## config.mk

```make
export PLATFORM = sky130hd
export DESIGN_NAME = score_collector
export DESIGN_NICKNAME = d
export VERILOG_FILES = /design/src/rtl/score_collector.sv
export SDC_FILE = /design/constraint.sdc
export NUM_CORES = 1
export LEC_CHECK = 0
export ABC_AREA = 1
export CAP_MARGIN = 20
export CELL_PAD_IN_SITES_DETAIL_PLACEMENT = 1
export CELL_PAD_IN_SITES_GLOBAL_PLACEMENT = 2
export CORE_UTILIZATION = 27
export CTS_CLUSTER_DIAMETER = 40
export CTS_CLUSTER_SIZE = 10
export DETAILED_ROUTE_END_ITERATION = 10
export GPL_TIMING_DRIVEN = 0
export HOLD_SLACK_MARGIN = 0.03
export PLACE_DENSITY = 0.8
export SLEW_MARGIN = 20
export SYNTH_ARGS = -nofsm -noshare
export SYNTH_HDL_FRONTEND = slang
export SYNTH_SLANG_ARGS = --single-unit
```

## constraint.sdc

```tcl
create_clock -name clk -period 3.09 [get_ports clk]
set_clock_uncertainty 0.1 [all_clocks]
set_input_delay 0.309 -clock clk [delete_from_list [all_inputs] [get_ports clk]]
set_output_delay 0.309 -clock clk [all_outputs]
set_load 0.1 [all_outputs]
```

## src/rtl/score_collector.sv

```systemverilog
// Collects ten class scores per frame, launches the argmax stage and latches its result.
// Optional SCORE_LAST_CHECK_EN: validate score_last framing and flag malformed frames.
module score_collector #(
    parameter int WIDTH = 32
) (
    input  logic                clk,
    input  logic                reset,
    input  logic                score_valid,
    input  logic [WIDTH-1:0]    score_data,
    input  logic                score_last,
    output logic                score_ready,
    output logic [10*WIDTH-1:0] scores,
    output logic                start,
    input  logic                done,
    input  logic [3:0]          digit_in,
    output logic [3:0]          digit_out,
    output logic                digit_valid,
    output logic                frame_err
);

    localparam logic [1:0] COLLECT = 2'd0;
    localparam logic [1:0] ISSUE   = 2'd1;
    localparam logic [1:0] WAIT    = 2'd2;

    logic [1:0]          state_q, state_d;
    logic [3:0]          cnt_q, cnt_d;
    logic [10*WIDTH-1:0] scores_q, scores_d;
    logic [3:0]          digit_q, digit_d;
    logic                digit_valid_q, digit_valid_d;
    logic                frame_err_q, frame_err_d;
    logic                last_beat;
    logic                bad_frame;

    assign last_beat = (cnt_q == 4'd9);

`ifdef SCORE_LAST_CHECK_EN
    assign bad_frame = (score_last != last_beat);
`else
    logic unused_score_last;
    assign unused_score_last = score_last;
    assign bad_frame         = 1'b0;
`endif

    always_comb begin
        state_d       = state_q;
        cnt_d         = cnt_q;
        scores_d      = scores_q;
        digit_d       = digit_q;
        digit_valid_d = 1'b0;
        frame_err_d   = 1'b0;
        case (state_q)
            COLLECT: begin
                if (score_valid) begin
                    for (int k = 0; k < 10; k++) begin
                        if (cnt_q == 4'(k)) scores_d[k*WIDTH +: WIDTH] = score_data;
                    end
                    // A malformed frame is dropped; lanes already written stay as they are.
                    if (bad_frame) begin
                        cnt_d       = 4'd0;
                        frame_err_d = 1'b1;
                    end else if (last_beat) begin
                        cnt_d   = 4'd0;
                        state_d = ISSUE;
                    end else begin
                        cnt_d = cnt_q + 4'd1;
                    end
                end
            end
            ISSUE: state_d = WAIT;
            WAIT: begin
                if (done) begin
                    digit_d       = digit_in;
                    digit_valid_d = 1'b1;
                    state_d       = COLLECT;
                end
            end
            default: state_d = COLLECT;
        endcase
    end

    always_ff @(posedge clk) begin
        if (reset) begin
            state_q       <= COLLECT;
            cnt_q         <= 4'd0;
            scores_q      <= '0;
            digit_q       <= 4'd0;
            digit_valid_q <= 1'b0;
            frame_err_q   <= 1'b0;
        end else begin
            state_q       <= state_d;
            cnt_q         <= cnt_d;
            scores_q      <= scores_d;
            digit_q       <= digit_d;
            digit_valid_q <= digit_valid_d;
            frame_err_q   <= frame_err_d;
        end
    end

    assign score_ready = (state_q == COLLECT);
    assign start       = (state_q == ISSUE);
    assign scores      = scores_q;
    assign digit_out   = digit_q;
    assign digit_valid = digit_valid_q;
    assign frame_err   = frame_err_q;

endmodule

```

== Word-level counts from Yosys, hierarchy flattened ==
Index checks and enable logic that the tools add are counted.

* Bits in registers: 331
* Latch bits: 0
* Bits in writable memories: 0
* Memory bits (read-only): 0
* Input port bits: 41
* Logic and storage cells: 52
* Memories kept: 0

* Add/subtract/negate cells: 1
* Multiply operators: 0
* Div/mod/pow operators: 0
* Magnitude comparators: 0
* Equal/unequal tests: 14
* Shift operators: 0
* Multiplexer cells: 6
* Bitwise operators: 1
* Reduce and logical (&&, ||, !) cells: 16

{| class="wikitable"
|+ Operators with widths
! kind !! count
|-
| 3-bit AND reduction || 11
|-
| 4-bit by 3-bit equality test with 1-bit output, second input constant || 4
|-
| 4-bit by 2-bit equality test with 1-bit output, second input constant || 2
|-
| 4-bit equality test, second input constant || 2
|-
| 2-bit two-way mux || 3
|-
| 2-bit one-hot mux with 3 select lines || 1
|-
| 4-bit by 1-bit adder with 4-bit output, second input constant || 1
|-
| 4-bit by 1-bit equality test with 1-bit output, second input constant || 1
|-
| 4-bit zero test || 1
|-
| 4-bit two-way mux || 1
|-
| 2-bit inequality test, second input constant || 2
|-
| 2-bit AND reduction || 2
|-
| 2-bit by 1-bit equality test with 1-bit output, second input constant || 1
|-
| 2-bit equality test, second input constant || 1
|-
| 2-bit zero test || 1
|-
| 2-bit by 1-bit inequality test with 1-bit output, second input constant || 1
|-
| 2-bit OR reduction || 1
|-
| 1-bit two-way mux || 1
|-
| 1-bit inverter || 1
|}

== Longest topological paths before layout ==
* Depth after elaboration: 4
* Depth in mapped cells: 8
* Mapped depth without buffers: 7

== Worst setup path before layout ==
OpenSTA, ideal clock, no wires.

* Path type: register to register
* Start point: register state_q[0]
* End point: register state_q[1]
* Setup time: 0.063 ns
* Data arrival time: 1.977 ns
* Data required time: 2.927 ns
* Setup slack: 0.950 ns
* Cell stages (with the launch flop): 4
* Buffers on the path: 0
* Period minus slack after synthesis: 2.140 ns
* Cells stage by stage: dfxtp_1 -> inv_2 -> nor2_1 -> o21a_1

* Elaborated cells on any way between the ends: 8

{| class="wikitable"
|+ RTL lines
! element !! line !! source
|-
| from (decl) || 25 || <nowiki>logic [1:0] state_q, state_d;</nowiki>
|-
| from (signal assigned) || 90 || <nowiki>state_q <= state_d;</nowiki>
|-
| 2-bit by 1-bit equality test with 1-bit output || - ||
|-
| via start || 13 || <nowiki>output logic start,</nowiki>
|-
| 2-bit one-hot mux with 3 select lines || 51 || <nowiki>case (state_q)</nowiki>
|}

The timed path passes the listed nets, and every way through them passes these cells.
A chain may end at the register's enable or synchronous reset.

== Worst setup path after layout ==
* Start point: register state_q[0]
* End point: output start

* Word-level cells in the longest chain between the ends: 1

{| class="wikitable"
|+ RTL lines
! element !! line !! source
|-
| 2-bit by 1-bit equality test with 1-bit output || 100 || <nowiki>assign start = (state_q == ISSUE);</nowiki>
|-
| to (decl) || 13 ||
|}

No other way between the ends.

==> summary.txt <==
Global routing
  • Largest net degree at the start of global routing: 15
  • First-pass GRT wire length: 76130 um
  • Initial antenna violation count: 0
  • GRT Residual Overflow: 0
  • Vias in the first global route: 12930
  • Total track usage: 0.2127

Logic synthesis
  • Synthesized flop and latch total: 331
  • Mapped Avg Cell Area: 7.126 um2
  • Netlist cell types: 23
  • Yosys warns: 0
  • Synth Cell Area: 0.01234 mm2
  • Mapped Nets: 1773
  • Post-synthesis cell count: 1732
  • Seq/Total Area, Yosys: 0.5368

Finish
  • Util after Layout: 0.4236
  • Sequential cell area: 0.006626 mm2
  • Fraction of layout cells with a size suffix above 1: 0.08111
  • Non-filler cells, final: 2799
  • Multi-input gate area: 0.005047 mm2
  • # diodes: 0
  • NumNets Final: 2200
  • Layout overhead on the synthesized area: 53.09%
  • Filler cells: 5458
  • Commonest cells after routing, fill and taps aside: 529 x nand2_1, 493 x nor2_1, 365 x clkdlybuf4s50_1, 331 x dfxtp_1, 100 x nand3_1
  • Most common cell after layout, fill and taps aside: nand2_1

Detailed routing
  • Routed wire length per instance: 17.80 um
  • Vias per std cell: 4.448
  • Drt initial violations: 434
  • Remaining DRCs: 0
  • Drt first pass iters: 4
  • Vias: 12450
  • Routed Antenna Nets: 0
  • Final WL: 49810 um

Clock network
  • Post-CTS setup buffers: 0
  • Hold buffers post-CTS: 1
  • Clock sink total: 331
  • Post-CTS resize count: 0
  • Clk_lat worst skew: 0.59 ns
  • Clock buffer depth: 3
  • Clock root cell: clkbuf_16
  • Htree depth: 2
  • CTS clock-pin slew for the worst setup and hold paths: 0.05 ns
  • CTS tree: yes
  • Num CTS Buffers: 59

STA
  • Slew @ Worst Pin: 1.108 ns
  • Final hold vios: 0
  • Tmin final: 2.765 ns
  • RSZ-0062 raised after global routing: false
  • Fin crit share: 0.8950
  • Max Clk Rate: 361.6 MHz
  • Rel. slew slack: 0.2590
  • Setup Viol. Count Final: 0
  • Post-Route Setup TNS: 0 ns
  • Max Slew Vio Count: 0

Power
  • P_leak: 7.636 nW
  • Worst vdd ir: 420.3 uV
  • Power per Cell Area: 677.6 mW/mm2

Setup path
  • Slowest-stage cell, CP: clkdlybuf4s50_1
  • R2r startpoint: cnt_q[3]
  • Cell family with most CP delay: buffers and inverters
  • RR Endpoint: scores[60]
  • CP Launch Point: state_q[0]
  • CP Class: flip-flop to output pin
  • Endpoint class of the critical path: output pin
  • Crit-path max FO: 3
  • R2R cell count: 7
  • CP bufs+invs: 2
  • Req. time, crit path: 2.68 ns
  • Worst endpoint data arrival time: 2.36 ns
  • Max incr delay on CP: 1.17 ns
  • Register-to-register setup slack: 1.06 ns
  • Startpoint Class: flip-flop
  • CP Cell Sequence: inv_2 -> nor2_1 -> clkdlybuf4s50_1

Placement
  • DP HPWL: 38880 um
  • GPL Wtd Cong: 0.8159
  • Placed cells: 2689
  • I/O Buffers: 365

Floorplanning
  • Die Area: 0.04657 mm2
  • Die Y: 215.8 um
  • # IOs: 369
  • Core Box Area: 0.04461 mm2
  • Cell row count: 77
  • Die width: 215.8 um
  • Initial Utilization: 0.2767

Worst hold path
  • Hold Path Cell Cnt: 3
  • WHS Endpoint: digit_out[0]
  • Hold Crit Class: input pin to flip-flop
  • Hold path startpoint: digit_in[0]

Status
  • Status: finished clean

Run
  • # Max-Cap Violations: 0
[logic make-up after synthesis]
family / share of synthesized area
AOI/OAI and AO/OA: 0.03224
and+or+nand+nor: 0.3764
buffers and inverters: 0.05423
DFF: 0.5368
other: 0.0003038
[cell type report]
| cell class | instances | share of cell area |
|---|---|---|
| Buffer | 108 | 0.02649 |
| Clock buffer | 74 | 0.08655 |
| Clock inverter | 35 | 0.02715 |
| Inverter | 45 | 0.008939 |
| Multi-Input combinational cell | 1248 | 0.2671 |
| Sequential cell | 331 | 0.3507 |
| Tap cell | 592 | 0.03920 |
| Timing Repair Buffer | 366 | 0.1939 |
[sequential cells by signal, summed over array words and instances, names as in the netlist]
name,flops
state_q,2
scores,320
digit_valid,1
digit_out,4
cnt_q,4
[worst min-delay path: stages]
cell	delay (ns)
clkdlybuf4s50_1	0.39
o21ai_0	0.16
a21oi_1	0.04
[layer usage]
| metal | up-vias | track usage | wire (um) |
|---|---|---|---|
| li1 | 6201 | - | - |
| met5 | - | 0 | 0 |
| met4 | 0 | 0.06123 | 908 |
| met3 | 59 | 0.05652 | 3073 |
| met2 | 283 | 0.3642 | 23850 |
| met1 | 5907 | 0.2600 | 21980 |
[through the flow]
stage	worst slack, ns	hold slack, ns	total power [mW]	area [um2]
2_1_floorplan	0.9501	0.3121	5.444	12340
3_3_place_gp	0.6651	0.3334	5.873	16740
3_5_place_dp	0.6568	0.3404	5.885	16740
4_1_cts	0.2809	0.2389	12.97	18900
5_1_grt	0.2429	0.2767	13.24	18900
6_report	0.3245	0.2648	12.80	18900
[power by group]
group          total [mW]  switching, mW  internal [mW]  leakage [nW]
Sequential           4.41         0.0517           4.36          2.68
Clock                7.01           2.28           4.73          1.03
Combinational        1.38           1.07          0.305          3.93
[synth_stat cells]
cell type | n | share of area
nor3_1 | 33 | 0.013
o21ai_1 | 13 | 0.0053
nor2_2 | 1 | 0.00051
nor2_1 | 493 | 0.15
dfxtp_1 | 331 | 0.54
nand2_1 | 529 | 0.16
o21ai_0 | 25 | 0.010
buf_4 | 6 | 0.0036
buf_6 | 1 | 0.00091
nand2_4 | 1 | 0.00091
o21a_1 | 1 | 0.00061
buf_1 | 25 | 0.0076
clkbuf_1 | 24 | 0.0073
nand2_2 | 1 | 0.00051
conb_1 | 1 | 0.00030
inv_1 | 40 | 0.012
buf_2 | 52 | 0.021
nor3_2 | 1 | 0.00081
a21oi_1 | 40 | 0.016
inv_2 | 5 | 0.0015
nor2_8 | 1 | 0.0016
nand3_1 | 100 | 0.041
nor2_4 | 8 | 0.0073
[how the worst max path moves through the flow]
| stage | end | cells past startpoint |
|---|---|---|
| after floorplan | state_q[1] | 3 |
| after global placement | scores[295] | 8 |
| after detailed placement | scores[295] | 8 |
| after CTS | start | 3 |
| after global routing | start | 3 |
| final | start | 3 |
Note: power is estimated with default switching activity, not from simulation.
